### src/rtl/abs_modulation_sequencer.sv
// ABS brake sequencer: arbitrates pedal, obstacle emergency stop and anti-lock
// apply/release modulation onto a single registered brake drive.
module abs_modulation_sequencer #(
   parameter int unsigned LOCK_THRESH    = 20,
   parameter int unsigned DECEL_LIMIT    = 8,
   parameter int unsigned STOP_SPEED     = 2,
   parameter int unsigned APPLY_CYCLES   = 4,
   parameter int unsigned RELEASE_CYCLES = 3
) (
   input  logic       clk,
   input  logic       rst,
   input  logic       brake_pedal,
   input  logic       Object_detected,
   input  logic [7:0] wheel_speed,
   input  logic       sample_valid,
   output logic       brake_signal,
   output logic       abs_active,
   output logic [7:0] abs_cycles,
   output logic [2:0] state_o
);

   typedef enum logic [2:0] {
      StIdle      = 3'd0,
      StApply     = 3'd1,
      StRelease   = 3'd2,
      StEmergency = 3'd3,
      StStopped   = 3'd4
   } state_e;

   localparam logic [7:0] LockThresh   = 8'(LOCK_THRESH);
   localparam logic [7:0] DecelLimit   = 8'(DECEL_LIMIT);
   localparam logic [7:0] StopSpeed    = 8'(STOP_SPEED);
   localparam logic [7:0] ApplyLast    = 8'(APPLY_CYCLES - 1);
   localparam logic [7:0] ReleaseLast  = 8'(RELEASE_CYCLES - 1);

   state_e     state_q, state_d;
   logic [7:0] phase_q, phase_d;
   logic [7:0] speed_q, prev_q;
   logic [7:0] drop;
   logic       slip, stopped;
   logic       brake_q, brake_d;
   logic       active_q, active_d;
   logic [7:0] cycles_q, cycles_d;

   // prev/speed hold together between strobes, so the drop between the last two
   // samples can be formed from them instead of a third register.
   assign drop    = (prev_q > speed_q) ? prev_q - speed_q : 8'd0;
   assign slip    = (speed_q < LockThresh) || (drop >= DecelLimit);
   assign stopped = (speed_q <= StopSpeed);

   always_ff @(posedge clk) begin
      if (rst) begin
         state_q  <= StIdle;
         phase_q  <= 8'd0;
         speed_q  <= 8'hff;
         prev_q   <= 8'hff;
         brake_q  <= 1'b0;
         active_q <= 1'b0;
         cycles_q <= 8'd0;
      end else begin
         state_q  <= state_d;
         phase_q  <= phase_d;
         brake_q  <= brake_d;
         active_q <= active_d;
         cycles_q <= cycles_d;
         if (sample_valid) begin
            prev_q  <= speed_q;
            speed_q <= wheel_speed;
         end
      end
   end

   always_comb begin
      state_d = state_q;
      phase_d = phase_q;
      unique case (state_q)
         StIdle: begin
            if (Object_detected) begin
               state_d = StEmergency;
            end else if (brake_pedal) begin
               state_d = StApply;
               phase_d = 8'd0;
            end
         end
         StApply: begin
            if (Object_detected) begin
               state_d = StEmergency;
            end else if (!brake_pedal) begin
               state_d = StIdle;
            end else if (stopped) begin
               state_d = StStopped;
            end else if (slip && (phase_q >= ApplyLast)) begin
               state_d = StRelease;
               phase_d = 8'd0;
            end else if (phase_q != 8'hff) begin
               phase_d = phase_q + 8'd1;
            end
         end
         StRelease: begin
            if (Object_detected) begin
               state_d = StEmergency;
            end else if (!brake_pedal) begin
               state_d = StIdle;
            end else if (phase_q == ReleaseLast) begin
               state_d = StApply;
               phase_d = 8'd0;
            end else begin
               phase_d = phase_q + 8'd1;
            end
         end
         StEmergency: begin
            if (!Object_detected) begin
               if (brake_pedal) begin
                  state_d = StApply;
                  phase_d = 8'd0;
               end else begin
                  state_d = StIdle;
               end
            end
         end
         StStopped: begin
            if (Object_detected) begin
               state_d = StEmergency;
            end else if (!brake_pedal) begin
               state_d = StIdle;
            end
         end
         default: state_d = StIdle;
      endcase
   end

   // Outputs follow the state being entered so they line up with state_o.
   always_comb begin
      brake_d  = (state_d == StApply) || (state_d == StEmergency) || (state_d == StStopped);
      active_d = active_q;
      cycles_d = cycles_q;
      if (state_d == StIdle) begin
         active_d = 1'b0;
         cycles_d = 8'd0;
      end else if ((state_d == StEmergency) || (state_d == StStopped)) begin
         active_d = 1'b0;
      end else if ((state_q == StApply) && (state_d == StRelease)) begin
         active_d = 1'b1;
         if (cycles_q != 8'hff) cycles_d = cycles_q + 8'd1;
      end
   end

   assign brake_signal = brake_q;
   assign abs_active   = active_q;
   assign abs_cycles   = cycles_q;
   assign state_o      = state_q;

endmodule
### config.mk
export PLATFORM = sky130hd
export DESIGN_NAME = abs_modulation_sequencer
export DESIGN_NICKNAME = d
export VERILOG_FILES = /design/src/rtl/abs_modulation_sequencer.sv
export SDC_FILE = /design/constraint.sdc
export NUM_CORES = 1
export LEC_CHECK = 0
export ABC_AREA = 1
export CORE_MARGIN = 4
export CORE_UTILIZATION = 51
export CTS_CLUSTER_DIAMETER = 80
export DETAILED_ROUTE_END_ITERATION = 12
export GPL_ROUTABILITY_DRIVEN = 1
export PLACE_DENSITY = 0.76
export SYNTH_ARGS = -nofsm -noshare
export SYNTH_HDL_FRONTEND = slang
export SYNTH_SLANG_ARGS = --single-unit
### constraint.sdc
create_clock -name clk -period 2.25 [get_ports clk]
set_clock_uncertainty 0.15 [all_clocks]
set_input_delay 0.45 -clock clk [delete_from_list [all_inputs] [get_ports clk]]
set_output_delay 0.45 -clock clk [all_outputs]
set_load 0.005 [all_outputs]
* Word level (Yosys, flattened, before mapping)
Index checks and enable logic that the tools add are counted.
** Storage, ports and cells
- Word-level logic and storage cells :: 75
- Register bits :: 37
- Output and inout bits :: 13
** Operators by class
- Equal/unequal tests :: 19
- Bitwise operators :: 1
- Reduce and logical (&&, ||, !) cells :: 14
- Magnitude comparators :: 5
- Add/sub/neg operators :: 3
- Multiplexer cells :: 26
** Operator list (count)
- $mux W8 :: 11
- $mux W3 :: 12
- $pmux W8 S3 :: 1
- $add A8 B1 Y8 const B :: 2
- $ne A8 B8 Y1 const B :: 2
- $pmux W3 S5 :: 1
- $eq A3 B2 Y1 const B :: 4
- $ne A2 B2 Y1 const B :: 6
- $reduce_and A9 Y1 :: 1
- $eq A8 B2 Y1 const B :: 1
- $ge A8 B2 Y1 const B :: 1
- $ge A8 B4 Y1 const B :: 1
- $gt A8 B8 Y1 :: 1
- $le A8 B2 Y1 const B :: 1
- $lt A8 B5 Y1 const B :: 1
- $sub A8 B8 Y8 :: 1
- $eq A3 B1 Y1 const B :: 2
- $eq A3 B3 Y1 const B :: 2
- $logic_not A3 Y1 :: 2
- $logic_or A1 B1 Y1 :: 4
- $reduce_or A2 Y1 :: 2
- $ne A3 B3 Y1 const B :: 1
- $reduce_and A3 Y1 :: 1
- $reduce_bool A3 Y1 :: 1
- other kinds (5) :: 6

* Longest topological paths before layout
- Depth in word-level cells :: 14
- Mapped depth :: 22

* Worst setup path after synthesis
Ideal clock, no wire load.
- Kind :: flip-flop to flip-flop
- Start point :: register speed_q[0]
- End point :: register cycles_q[0] (netlist: abs_cycles[0])
- Library setup time :: 0.121 ns
- Stages on the path, launching flop included :: 21
- Data required time :: 1.979 ns
- Data arrival time :: 2.065 ns
- Clock period less this slack :: 2.337 ns
- Slack :: -0.087 ns
- Path through :: dfxtp_1 ha_1 fa_1 inv_1 nand2_2 nand2_2 nand2_1 nand2_1 nand2_2 inv_2 nand2_1 nand2_1 nand2_2 nand2_1 nand2_1 nand2_2 nand2_4 nand2_1 nand2_1 nor2_4 a21oi_1
** On the way
- Word-level cells in the longest chain between the ends :: 14
- Elaborated cells between the ends (all ways) :: 22
- Classes of those cells :: add/sub (1); order compare (4); eq/ne (3); mux (6); bitwise (1); reduce/logical (7)
** RTL lines
- start, declared :: RTL line 38 : logic [7:0] speed_q, prev_q;
- start signal, assigned :: RTL line 68 : speed_q <= wheel_speed;
- $sub A8 B8 Y8 or $gt A8 B8 Y1 (tied branches) :: RTL line 47 : assign drop = (prev_q > speed_q) ? prev_q - speed_q : 8'd0;
- $mux W8 :: RTL line 47
- $ge A8 B4 Y1 :: RTL line 48 : assign slip = (speed_q < LockThresh) || (drop >= DecelLimit);
- $logic_or A1 B1 Y1 :: RTL line 48
- $logic_and A1 B1 Y1 :: RTL line 92 : end else if (slip && (phase_q >= ApplyLast)) begin
- $mux W3 :: RTL line 92
- $mux W3 * :: RTL line 90 : end else if (stopped) begin
- $mux W3 * :: RTL line 88 : end else if (!brake_pedal) begin
- $mux W3 * :: RTL line 86 : if (Object_detected) begin
- $pmux W3 S5 * :: RTL line 76 : unique case (state_q)
- $eq A3 B2 Y1 or $eq A3 B3 Y1 (tied branches) :: RTL line 140 : end else if ((state_d == StEmergency) || (state_d == StStopped)) begin
- $logic_or A1 B1 Y1 :: RTL line 140
- $not A1 Y1 (no source line)
- $reduce_and A3 Y1 (no source line)
- end signal, assigned :: RTL line 65 : cycles_q <= cycles_d;
- end, declared :: RTL line 43 : logic [7:0] cycles_q, cycles_d;
Every way passes the cells marked *; elsewhere a longest branch is shown, timed or not.
A chain may end at the register's enable or synchronous reset.

* Final worst setup path
- Start point :: register prev_q[0]
- End point :: register cycles_q[2] (netlist: abs_cycles[2])
** On the way
- Word-level cells in the longest chain between the ends :: 14
- Elaborated cells between the ends (all ways) :: 20
- Classes of those cells :: add/sub (1); order compare (2); eq/ne (3); mux (6); bitwise (1); reduce/logical (7)
** RTL lines
- start, declared :: RTL line 38
- start signal, assigned :: RTL line 67 : prev_q <= speed_q;
- $sub A8 B8 Y8 or $gt A8 B8 Y1 (tied branches) :: RTL line 47
- $mux W8 * :: RTL line 47
- $ge A8 B4 Y1 * :: RTL line 48
- $logic_or A1 B1 Y1 * :: RTL line 48
- $logic_and A1 B1 Y1 * :: RTL line 92
- $mux W3 * :: RTL line 92
- $mux W3 * :: RTL line 90
- $mux W3 * :: RTL line 88
- $mux W3 * :: RTL line 86
- $pmux W3 S5 * :: RTL line 76
- $eq A3 B2 Y1 or $eq A3 B3 Y1 (tied branches) :: RTL line 140
- $logic_or A1 B1 Y1 :: RTL line 140
- $not A1 Y1 (no source line)
- $reduce_and A3 Y1 (no source line)
Marks and branches as above.

==> qor.csv <==
metric,value,unit
most frequent cells in the layout,"nand2_1 (68), inv_1 (44), dfxtp_1 (34)",
Initial DRT Pass Iterations,4,
WP data arrival,2510,ps
CP max stage cell,fa_2,
sum of net half-perimeters after detailed placement,4080,um
placed cell areas,2790,um2
top_reg_cell synth,dfxtp_1,
grt ovf,0,
fin crit period,2480,ps
"Design Area, Final",3100,um2
final total power,1980,uW
hold path startpoint,prev_q[7]$_SDFFE_PP1P_,
reg2reg start,prev_q[0]$_SDFFE_PP1P_,
number of synthesized flops with an enable pin,0,
P&R area growth vs syn,35.4,%
crit-path max FO,8,
core area,4350,um2
Root Driver,clkbuf_8,
first-pass GRT wire length,9790,um
CP endpoint kind,register,
RR Endpoint,abs_cycles[2]$_SDFFE_PP0P_,
fraction of layout cells with a size suffix above 1,0.245,
register-to-register setup slack,-230,ps
Static Leak,0.00139,uW
Crit path largest cell delay,330,ps
critical path type,reg -> reg,
largest net degree at the start of global routing,20,
CP Launch Type,register,
"Seq/Total Area, Yosys",0.324,
reg2reg path depth,21,
yosys warns,0,
worst endpoint required time,2280,ps
status,"finished, violations left",
ANT nets after route,0,
"Setup violations, final",18,
Initial Util,0.525,
synthesized area per cell,6.97,um2
"Clk Latency, worst-skew pair",280,ps
vias in the first global route,2239,
FP Rows,24,
share of the synthesized area in the top cell type,0.324,
Worst-Margin Slew,398,ps
# clock sinks,37,
initial antenna violation count,0,
Detailed Route Iter0 Violations,126,
CTS tree,yes,
Yosys top cell by area,dfxtp_1,
Total Routing Usage GR,0.219,
Area contributors post-synth,"dfxtp_1 (32%), nand2_1 (13%), inv_1 (7.5%)",
"most common cell after layout, fill and taps aside",nand2_1,
synthesized cell area,2290,um2
cell mode on critical path,nand2_2,
die width,75.0,um
hold slack,333,ps
Placer Congestion,0.898,
synthesized flop and latch total,37,
Tcrit/Tclk final,1.10,
HP Class,reg -> reg,
VDD IR-drop max,0.000344,V
via count,2323,
unrepaired setup endpoints after global routing,true,
failing checks,setup timing,
ys async rst share,0,
Power Density,641,nW/um2
htree depth,2,
routed vias/inst,5.29,
Post-Synthesis Cells,328,
WL final,5760,um
Die Y,75.0,um
Die Area,5620,um2
Worst Hold Endpoint,prev_q[7]$_SDFFE_PP1P_,
PortBufs,25,
Worst-path clk slew,80,ps
hold path depth,2,
synthesized net count,353,
ANT cells,0,
Cell variety after synth,38,
Ports,26,
DR DRC count,0,
Max-cap violations,0,
routed len/inst,13.1,um
maximum root-to-sink buffer count,2,
Slew Limit Fails,0,
Relative slew margins,0.733,
CTS buffer count,5,
"Net count, final",412,
worst setup margin,-232,ps
Fmax,403,MHz
"Critical Path, Cell by Cell",inv_2 > ha_4 > fa_2 > inv_2 > nand2_2 > nand2_2 > nand2_2 > nand2_2 > nand2_4 > inv_2 > nand2_2 > nand2_2 > nand2_4 > nand2_2 > nand2_2 > nand2_2 > nand2_4 > nor2_8 > nand3_4 > nand2_2 > a21oi_2,
final hold vios,0,
==> stage by stage <==
step / TNS, ps / setup WS [ps] / cells / utilization
CTS: -2900 / -220 / 438 / 0.678
detailed placement: -3580 / -256 / 428 / 0.641
floorplan: -328 / -41.8 / 328 / -
global route: -6330 / -413 / 439 / 0.711
finish: -2890 / -232 / 439 / 0.711
global placement: -1960 / -144 / 428 / 0.641
==> flip-flops by register name, summed over array words and instances, names as in the netlist <==
name          flops
abs_cycles        8
phase_q           8
abs_active        1
prev_q            8
speed_q           8
brake_signal      1
state_o           3
==> Yosys cell counts, drive strengths merged, types with 2 or more instances <==
library cell   n
nand3         22
a21oi         32
ha            11
o21ai         15
nor2          24
nand2         87
nor3           6
a31oi          2
o211ai         7
clkbuf         3
nand3b         2
dfxtp         37
xor2           5
a211oi         3
inv           51
nand4         11
xnor2          2
buf            2
==> where the power goes <==
group          internal [uW]  total (uW)  switching, uW
logic                    331         773            441
registers                698         737           38.6
clock network            242         475            233
total                   1270        1980            713
==> routing by layer <==
metal  vias to the layer above  GRT usage  share of wire
li1                       1194          -              -
met5                         -          0              0
met2                        48      0.362           0.49
met4                         0     0.0613          0.024
met1                      1063      0.283           0.45
met3                        18     0.0534          0.038
==> layout make-up <==
class	count	area (um2)
repair buffers	56	494
well taps	52	65.1
flip-flops and latches	37	744
multi-input cells	235	1510
inverters	52	198
clock inverters	1	7.51
clock buffers	6	82.6
fillers	342	1260
==> critical path: cells and delay by family, from the launching register on <==
kind / cells / cell delay (ps)
AOI/OAI and AO/OA: 1 / 50
adders and majority gates: 2 / 480
buffers and inverters: 3 / 170
DFF: 1 / 320
and+or+nand+nor: 15 / 1200
==> repair_timing <==
action / CTS / global route
cloned: 1 / 0
gates resized for setup: 7 / 30
setup endpoints to repair: 19 / 20
pin swaps: 4 / 6
setup buffers: 2 / 1
hold buffers: 0 / 0
==> how the worst max path moves through the flow <==
| stage | startpoint | to |
|---|---|---|
| floorplan | prev_q[0]$_SDFFE_PP1P_ | abs_cycles[2]$_SDFFE_PP0P_ |
| global placement | prev_q[0]$_SDFFE_PP1P_ | abs_cycles[6]$_SDFFE_PP0P_ |
| detailed placement | speed_q[5]$_SDFFE_PP1P_ | abs_cycles[6]$_SDFFE_PP0P_ |
| CTS | prev_q[0]$_SDFFE_PP1P_ | abs_cycles[3]$_SDFFE_PP0P_ |
| global route | speed_q[7]$_SDFFE_PP1P_ | abs_cycles[5]$_SDFFE_PP0P_ |
| finish | prev_q[0]$_SDFFE_PP1P_ | abs_cycles[2]$_SDFFE_PP0P_ |
==> logic make-up (layout without fill, tap and decap cells) <==
group                      after synthesis  in the layout  share of synthesized area
AOI/OAI and AO/OA                       61             61                      0.159
xor gates and xnor gates                 7              7                     0.0268
adders and majority gates               12             12                     0.0689
buffers and inverters                   57            115                     0.0996
DFF                                     37             37                      0.324
and+or+nand+nor                        154            155                      0.322
(Power assumes the default switching activity.)
